<file path="config.mk">
export PLATFORM = sky130hd
export DESIGN_NAME = memshare_shift_sched
export DESIGN_NICKNAME = d
export VERILOG_FILES = /design/src/rtl/memshare_shift_sched.sv
export SDC_FILE = /design/constraint.sdc
export NUM_CORES = 1
export LEC_CHECK = 0
export ABC_CLOCK_PERIOD_IN_PS = 5300
export CORE_MARGIN = 1
export CORE_UTILIZATION = 50
export DETAILED_ROUTE_END_ITERATION = 16
export PLACE_DENSITY_LB_ADDON = 0.12
export RECOVER_POWER = 50
export SLEW_MARGIN = 25
export SYNTH_ARGS = -nofsm -noshare
export SYNTH_HDL_FRONTEND = slang
export SYNTH_SLANG_ARGS = --single-unit
</file>
<file path="constraint.sdc">
create_clock -name sys_clk -period 5.3 [get_ports sys_clk]
set_input_delay 0.795 -clock sys_clk [delete_from_list [all_inputs] [get_ports sys_clk]]
set_output_delay 0.795 -clock sys_clk [all_outputs]
set_load 0.02 [all_outputs]
</file>
<file path="src/rtl/memshare_shift_sched.sv">
// Column scheduler for one shared-memory shift operation: walks the shift ROM,
// flags isGtr per column and emits the circular-shift factor for each column.
module memshare_shift_sched #(
   parameter int Z       = 64,
   parameter int SHIFT_W = $clog2(Z),
   parameter int ADDR_W  = 8,
   parameter int COL_MAX = 16,
   parameter int CNT_W   = $clog2(COL_MAX + 1)
) (
   input  logic               sys_clk,
   input  logic               rstn,
   input  logic               start_i,
   input  logic               abort_i,
   input  logic [ADDR_W-1:0]  base_addr_i,
   input  logic [CNT_W-1:0]   col_cnt_i,
   output logic               rom_ren_o,
   output logic [ADDR_W-1:0]  rom_addr_o,
   input  logic [SHIFT_W:0]   rom_rdata_i,
   input  logic               delta_i,
   output logic               isGtr_o,
   output logic               busy_o,
   output logic [SHIFT_W-1:0] shift_o,
   output logic               shift_valid_o,
   output logic               range_err_o,
   output logic               done_o
);

   localparam int            W     = SHIFT_W + 2;
   localparam logic [W-1:0]  Z_EXT = W'(Z);

   typedef enum logic [1:0] {
      IDLE          = 2'd0,
      READ_COL_ADDR = 2'd1,
      SHIFT_GEN     = 2'd2,
      DONE          = 2'd3
   } state_t;

   state_t              state_r;
   state_t              fsm_nxt_s;
   state_t              state_nxt_s;

   logic [ADDR_W-1:0]   base_r;
   logic [CNT_W-1:0]    cnt_r;
   logic [CNT_W-1:0]    k_r;
   logic [SHIFT_W-1:0]  prev_r;

   logic                rom_ren_r;
   logic [ADDR_W-1:0]   rom_addr_r;
   logic                busy_r;
   logic                done_r;
   logic [SHIFT_W-1:0]  shift_r;
   logic                shift_valid_r;
   logic                range_err_r;

   logic                start_ok_s;
   logic [CNT_W:0]      k_inc_s;
   logic [ADDR_W-1:0]   addr_nxt_s;
   logic [W-1:0]        rdata_ext_s;
   logic [W-1:0]        tgt_ext_s;
   logic [W-1:0]        prev_ext_s;
   logic [W-1:0]        rel_ext_s;
   logic [W-1:0]        inv_ext_s;
   logic [W-1:0]        shift_ext_s;
   logic                range_s;
   logic                gtr_s;
   logic [SHIFT_W-1:0]  tgt_s;
   logic [SHIFT_W-1:0]  shift_nxt_s;

   // Start is honoured only without a simultaneous abort; abort wins over the FSM.
   assign start_ok_s  = start_i & ~abort_i;
   assign state_nxt_s = abort_i ? IDLE : fsm_nxt_s;
   assign k_inc_s     = {1'b0, k_r} + {{CNT_W{1'b0}}, 1'b1};

   // Next-state decode for the column walk.
   always_comb begin
      fsm_nxt_s = state_r;
      case (state_r)
         IDLE: begin
            if (start_ok_s) begin
               if (col_cnt_i == {CNT_W{1'b0}}) begin
                  fsm_nxt_s = DONE;
               end else begin
                  fsm_nxt_s = READ_COL_ADDR;
               end
            end else begin
               fsm_nxt_s = IDLE;
            end
         end
         READ_COL_ADDR: fsm_nxt_s = SHIFT_GEN;
         SHIFT_GEN: begin
            if (k_inc_s < {1'b0, cnt_r}) begin
               fsm_nxt_s = READ_COL_ADDR;
            end else begin
               fsm_nxt_s = DONE;
            end
         end
         DONE:    fsm_nxt_s = IDLE;
         default: fsm_nxt_s = IDLE;
      endcase
   end

   // ROM address for the upcoming read; wraps modulo 2^ADDR_W.
   always_comb begin
      addr_nxt_s = '0;
      if (state_r == IDLE) begin
         addr_nxt_s = base_addr_i;
      end else begin
         addr_nxt_s = base_r + ADDR_W'(k_inc_s);
      end
   end

   // Target folding, relative shift and delta-dependent inversion.
   always_comb begin
      rdata_ext_s = W'(rom_rdata_i);
      prev_ext_s  = W'(prev_r);
      range_s     = (rdata_ext_s >= Z_EXT);
      if (range_s) begin
         tgt_ext_s = rdata_ext_s - Z_EXT;
      end else begin
         tgt_ext_s = rdata_ext_s;
      end
      gtr_s = (tgt_ext_s > prev_ext_s);
      if (tgt_ext_s >= prev_ext_s) begin
         rel_ext_s = tgt_ext_s - prev_ext_s;
      end else begin
         rel_ext_s = tgt_ext_s + Z_EXT - prev_ext_s;
      end
      // SKID state reverses the rotation direction: (Z - rel) mod Z.
      if (rel_ext_s == {W{1'b0}}) begin
         inv_ext_s = {W{1'b0}};
      end else begin
         inv_ext_s = Z_EXT - rel_ext_s;
      end
      if (delta_i) begin
         shift_ext_s = inv_ext_s;
      end else begin
         shift_ext_s = rel_ext_s;
      end
      tgt_s       = SHIFT_W'(tgt_ext_s);
      shift_nxt_s = SHIFT_W'(shift_ext_s);
   end

   // State register.
   always_ff @(posedge sys_clk) begin
      if (!rstn) begin
         state_r <= IDLE;
      end else begin
         state_r <= state_nxt_s;
      end
   end

   // Operation context, column progress and registered outputs.
   always_ff @(posedge sys_clk) begin
      if (!rstn) begin
         base_r        <= '0;
         cnt_r         <= '0;
         k_r           <= '0;
         prev_r        <= '0;
         rom_ren_r     <= 1'b0;
         rom_addr_r    <= '0;
         busy_r        <= 1'b0;
         done_r        <= 1'b0;
         shift_r       <= '0;
         shift_valid_r <= 1'b0;
         range_err_r   <= 1'b0;
      end else begin
         if ((state_r == IDLE) && start_ok_s) begin
            base_r <= base_addr_i;
            cnt_r  <= col_cnt_i;
            k_r    <= '0;
            prev_r <= '0;
         end else if (state_r == SHIFT_GEN) begin
            prev_r <= tgt_s;
            k_r    <= CNT_W'(k_inc_s);
         end
         rom_ren_r <= (state_nxt_s == READ_COL_ADDR);
         if (state_nxt_s == READ_COL_ADDR) begin
            rom_addr_r <= addr_nxt_s;
         end
         busy_r        <= (state_nxt_s != IDLE);
         done_r        <= (state_nxt_s == DONE);
         // A shift computed in SHIFT_GEN is delivered even if abort arrives with it.
         shift_valid_r <= (state_r == SHIFT_GEN);
         range_err_r   <= (state_r == SHIFT_GEN) && range_s;
         if (state_r == SHIFT_GEN) begin
            shift_r <= shift_nxt_s;
         end
      end
   end

   assign rom_ren_o     = rom_ren_r;
   assign rom_addr_o    = rom_addr_r;
   assign busy_o        = busy_r;
   assign done_o        = done_r;
   assign shift_o       = shift_r;
   assign shift_valid_o = shift_valid_r;
   assign range_err_o   = range_err_r;
   assign isGtr_o       = (state_r == SHIFT_GEN) && gtr_s;

endmodule
</file>
==> run summary, run 1 <==
DP Worst Slack - 1130 ps
Worst Hold Slack - 449 ps
N_diodes - 0
Post-route antenna net violation count - 0
Vias per cell - 5.34
# nets final - 459
Min cycle time layout - 4090 ps
Final worst path period share - 0.772
YS warnings - 0
Design area - 3630 µm²
Setup violators final - 0
Slowest stage cell on the critical path - clkdlybuf4s50_1
Initial detailed-routing violation count - 68
Number of global-route vias before repair - 2350
Vias post-DR - 2547
Cts bufs inserted - 5
Drt first pass iters - 4
Synthesized flop and latch total - 45
Required @ worst endpoint - 4510 ps
DRC - 0
Buffers on Ports - 44
Total power draw - 0.758 mW
Net switching power - 0.232 mW
Register area share after synthesis - 0.295
Fmax - 0.244 GHz
Pint - 0.527 mW
Synth Flop Type - dfxtp_1
Leakage - 1.53 nW
Mapped Cells - 361
CORE AREA - 5890 µm²
Worst Setup End Kind - output pin
Post-DP Area - 3540 µm²
Routed wire length - 6.54 mm
Syn_nets - 419
PD cells - 209 nW/µm²
RD Place Congestion - 0.846
CP arrival - 3300 ps
Initial Utilization - 0.518
GR Overflow Total - 0
RSZ-0062 raised after global routing - false
Synth Cell Area - 3050 µm²
Root buf cell - clkbuf_8
Post-synth EDFFs - 0
Utilization after layout - 0.616
Critical setup path kind - in -> out
Wire per inst - 13.7 µm
Placed instance count - 469
Tightest Pin Transition - 1240 ps
Largest net degree at the start of global routing - 32
Clk pwr share - 0.298
Sw Ratio - 0.306
CTS tree - built
Worst path max stage delay - 640 ps
Final Max Slew Viols - 0
Initial antenna violation count - 0
Worst path cell trace - clkdlybuf4s50_1 -> inv_1 -> ha_1 -> fa_1 -> o21a_1 -> o21a_1 -> nor3_1 -> clkdlybuf4s50_1
Seq pwr share - 0.470
Most common cell after layout, fill and taps aside - nand2_1
Outcome - finished clean
Crit path buf inv count - 3
Crit path max-delay family - buffers and inverters
PnR worst setup slack - 1210 ps
Commonest cells after routing, fill and taps aside - 58 x nand2_1, 45 x dfxtp_1, 26 x ha_1, 24 x inv_1, 24 x clkdlybuf4s50_1
Maximum VDD drop - 0.151 mV
Worst-path maximum fanout - 5
Die area - 6420 µm²
Die Ht - 80.1 µm
Critical Path Start Type - input port
Global-route usage over all layers - 0.212
Synth async-reset ratio - 0
Cts hold-fix bufs - 0
Hold Path Class - reg -> reg
Die extent in x - 80.1 µm
Post-CTS Setup Repair Bufs - 0
Maxcap violations - 0
DP HPWL - 4.90 mm
Area delta synth->final - 18.9%
I/O pin total - 45
CTS-repair resized insts - 0
# rows - 28
Worst-path clk slew - 90 ps
Hold Vio Cnt, Final - 0
Max_slew headroom - 0.168
CTS max path bufs - 2
Synth unique cells - 58
Clock Sinks - 45
Clock H-tree levels - 2
Final Skew - 12.4 ps
Syn avg cell area - 8.45 µm²
Layout Cells excl Fill - 477
First-pass GRT wire length - 10.6 mm
Worst-Skew Late Latency - 310 ps
Post-Route Setup TNS - 0 ps
Combinational Power Share - 0.233
Layout cell share with drive strength beyond 1 - 0.0473
synth_stat cells (all sizes together) (8+ instances only):
library cell / instances / area, µm²
a21boi: 18 / 139
nor2: 21 / 81.3
nand2: 58 / 218
nor2b: 8 / 50.1
xnor2: 12 / 105
o21ai: 17 / 85.1
inv: 25 / 93.8
a21oi: 15 / 75.1
clkbuf: 10 / 37.5
dfxtp: 45 / 901
mux2i: 10 / 100
ha: 26 / 325
kinds of logic (layout without fill, tap and decap cells):
logic type                 after synthesis  count (layout)  synth area share
and+or+nand+nor                        128             128             0.205
AOI/OAI and AO/OA                       84              84             0.200
DFF                                     45              45             0.295
buffers and inverters                   38              79            0.0505
adders and majority gates               33              33             0.153
xor gates and xnor gates                19              19            0.0546
muxes                                   12              12            0.0402
other                                    2               2           0.00246
layer usage:
layer / wire length (µm) / vias up / GRT usage / share of wire
met5: 0 / - / 0 / 0
met4: 47 / 0 / 0.0464 / 0.0072
met3: 263 / 4 / 0.0352 / 0.040
met2: 2890 / 47 / 0.348 / 0.44
met1: 3340 / 1182 / 0.292 / 0.51
li1: - / 1314 / - / -
sequential cells by signal, summed over array words and instances (netlist names):
signal	cells
cnt_r	5
state_r	2
rom_addr_o	8
base_r	8
shift_o	6
range_err_o	1
shift_valid_o	1
done_o	1
prev_r	6
k_r	5
busy_o	1
rom_ren_o	1
cell type report:
class                   count  area [µm²]
fillers                   564        2260
multi-input cells         278        1990
flip-flops and latches     45         901
repair buffers             46         452
inverters                  25        93.8
well taps                  75        93.8
clock buffers               5        68.8
clock inverters             3        25.0
path summary, 6_finish.rpt:
check	startpoint	to	slack, ps	cells after the start
min	shift_o[0]	shift_o[0]	450	2
min reg2reg	shift_o[0]	shift_o[0]	450	2
max	rom_rdata_i[0]	isGtr_o	1210	8
max reg2reg	prev_r[0]	shift_o[3]	2120	12
tightest hold or removal path, cell delays in order (launching register included):
cell      delay [ps]
dfxtp_1          320
nand2_1           50
a21boi_1          50
power groups by stage:
stage          Sequential (mW)  Clock [mW]  Combinational [mW]
2_1_floorplan            0.370           0               0.114
3_3_place_gp             0.364           0               0.179
3_5_place_dp             0.364           0               0.180
4_1_cts                  0.357       0.233               0.181
5_1_grt                  0.358       0.245               0.196
6_report                 0.356       0.226               0.177
No activity file was read; power rests on OpenSTA's default activity.
==> run 2, diff against run 1 <==
--- a/config.mk
+++ b/config.mk
@@ -5,7 +5,7 @@
 export SDC_FILE = /design/constraint.sdc
 export NUM_CORES = 1
 export LEC_CHECK = 0
-export ABC_CLOCK_PERIOD_IN_PS = 5300
+export ABC_CLOCK_PERIOD_IN_PS = 3950
 export CORE_MARGIN = 1
 export CORE_UTILIZATION = 50
 export DETAILED_ROUTE_END_ITERATION = 16
==> constraint.sdc (replaced) <==
create_clock -name sys_clk -period 3.95 [get_ports sys_clk]
set_input_delay 0.5925 -clock sys_clk [delete_from_list [all_inputs] [get_ports sys_clk]]
set_output_delay 0.5925 -clock sys_clk [all_outputs]
set_load 0.02 [all_outputs]
==> run summary, run 2 (same netlist as run 1, synthesis figures left out) <==
Worst Setup End Kind - output pin (unchanged)
Min cycle time layout - 3680 ps
Clock Sinks - 45 (unchanged)
Tightest Pin Transition - 1190 ps (was 1240 ps)
Leakage - 1.55 nW (was 1.53 nW)
DRC - 0 (unchanged)
Commonest cells after routing, fill and taps aside - 58 x nand2_1, 45 x dfxtp_1, 26 x ha_1, 26 x clkdlybuf4s50_1, 24 x inv_1 (was 58 x nand2_1, 45 x dfxtp_1, 26 x ha_1, 24 x inv_1, 24 x clkdlybuf4s50_1)
Most common cell after layout, fill and taps aside - nand2_1 (unchanged)
Clock H-tree levels - 2 (unchanged)
Net switching power - 0.305 mW (was 0.232 mW)
Area delta synth->final - 20.7% (was 18.9%)
GR Overflow Total - 0 (unchanged)
# nets final - 464 (was 459)
Routed wl met3 - 201 µm (was 263 µm)
Die area - 6420 µm² (unchanged)
Clk pwr share - 0.332 (was 0.298)
Layout cell share with drive strength beyond 1 - 0.0565 (was 0.0473)
RD Place Congestion - 0.904 (was 0.846)
Met2 wire length - 2.88 mm (was 2.89 mm)
WHS Path Cells - 2 (unchanged)
DP HPWL - 4.97 mm (was 4.90 mm)
Required @ worst endpoint - 3360 ps (was 4510 ps)
Global-route usage over all layers - 0.225 (was 0.212)
RR Endpoint - shift_o[3] (unchanged)
Cell count of the worst reg-to-reg path - 12 (unchanged)
Maximum VDD drop - 0.136 mV (was 0.151 mV)
Die Ht - 80.1 µm (unchanged)
Utilization after layout - 0.626 (was 0.616)
CTS-repair resized insts - 0 (unchanged)
Maxcap violations - 0 (unchanged)
Initial antenna violation count - 0 (unchanged)
N_diodes - 0 (unchanged)
Final Max Slew Viols - 0 (unchanged)
Combinational Power Share - 0.224 (was 0.233)
Reg2Reg Setup Slack - 1020 ps (was 2120 ps)
Wire per inst - 13.7 µm (about the same)
Critical setup path kind - in -> out (unchanged)
CTS max path bufs - 2 (unchanged)
RSZ-0062 raised after global routing - false (unchanged)
Worst-path maximum fanout - 5 (unchanged)
First-pass GRT wire length - 11.1 mm (was 10.6 mm)
Number of global-route vias before repair - 2436 (was 2350)
Hold Vio Cnt, Final - 0 (unchanged)
Worst reg2reg startpoint - prev_r[0] (unchanged)
Hold Startpoint - shift_o[4] (was shift_o[0])
Drt first pass iters - 4 (unchanged)
Worst-Skew Late Latency - 300 ps (was 310 ps)
FILL cells - 533 (was 564)
Root buf cell - clkbuf_8 (unchanged)
Outcome - finished clean (unchanged)
Largest net degree at the start of global routing - 19 (was 32)
Final worst path period share - 0.930
Cts bufs inserted - 5 (unchanged)
CORE AREA - 5890 µm² (unchanged)
Max_slew headroom - 0.205 (was 0.168)
CTS tree - built (unchanged)
Final Skew - 12.1 ps (was 12.4 ps)
CP Launch Point - rom_rdata_i[0] (unchanged)
Worst-path clk slew - 80 ps (was 90 ps)
Vias per cell - 5.34 (about the same)
Hold Path End - shift_o[4] (was shift_o[0])
Setup violators final - 0 (unchanged)
Routed wire length - 6.59 mm (was 6.54 mm)
Initial Utilization - 0.518 (unchanged)
Sw Ratio - 0.283 (was 0.306)
# rows - 28 (unchanged)
Post-CTS Setup Repair Bufs - 0 (unchanged)
Critical Path Start Type - input port (unchanged)
Initial detailed-routing violation count - 107 (was 68)
Buffers on Ports - 44 (unchanged)
CP arrival - 3080 ps (was 3300 ps)
Fmax - 0.272 GHz
Post-route antenna net violation count - 0 (unchanged)
Hold Path Class - reg -> reg (unchanged)
Pint - 0.772 mW (was 0.527 mW)
Seq pwr share - 0.444 (was 0.470)
Met1 WL - 3.42 mm (was 3.34 mm)
Post-Route Setup TNS - 0 ps (unchanged)
Top Layer Used - met4 (unchanged)
I/O pin total - 45 (unchanged)
Die extent in x - 80.1 µm (unchanged)
PD cells - 293 nW/µm² (was 209 nW/µm²)
Cts hold-fix bufs - 0 (unchanged)
Vias post-DR - 2573 (was 2547)
-- run 2: final cells by class --
class,instances,area [µm²],share of cell area
clock buffers,6,72.6,0.0197
clock inverters,2,38.8,0.0105
inverters,25,93.8,0.0255
multi-input cells,278,1990,0.541
flip-flops and latches,45,901,0.245
well taps,75,93.8,0.0255
repair buffers,51,489,0.133
-- run 2: per-layer routing --
layer / vias to the layer above / track usage
met3: 9 / 0.0432
li1: 1328 / -
met2: 40 / 0.354
met5: - / 0
met4: 0 / 0.0714
met1: 1196 / 0.308
-- run 2: worst max-delay path, stage by stage --
cell             delay (ps)
clkdlybuf4s50_1         490
inv_1                    70
ha_1                    230
fa_1                    460
o21a_1                  250
o21a_1                  200
nor3_1                  170
clkdlybuf4s50_1         620
-- run 2: worst max-delay path by stage --
stage	to	slack (ps)	cells past startpoint
floorplan	shift_o[3]	1000	14
global placement	isGtr_o	320	8
detailed placement	shift_o[3]	240	14
CTS	isGtr_o	260	8
global route	isGtr_o	150	8
finish	isGtr_o	270	8
-- run 2: through the flow --
stage	instance area (µm²)	power [mW]	std cells	setup slack (ps)	hold WS, ps
2_1_floorplan	3050	0.650	361	998	435
3_3_place_gp	3580	0.730	474	323	438
3_5_place_dp	3580	0.733	474	241	446
4_1_cts	3690	1.09	482	260	455
5_1_grt	3680	1.13	482	149	472
6_report	3680	1.08	482	275	447
-- run 2: power groups by stage --
stage	clock [mW]	sequential, mW	combinational, mW
floorplan	0	0.497	0.153
global placement	0	0.489	0.241
detailed placement	0	0.489	0.244
CTS	0.365	0.479	0.245
global route	0.384	0.480	0.268
finish	0.358	0.478	0.241
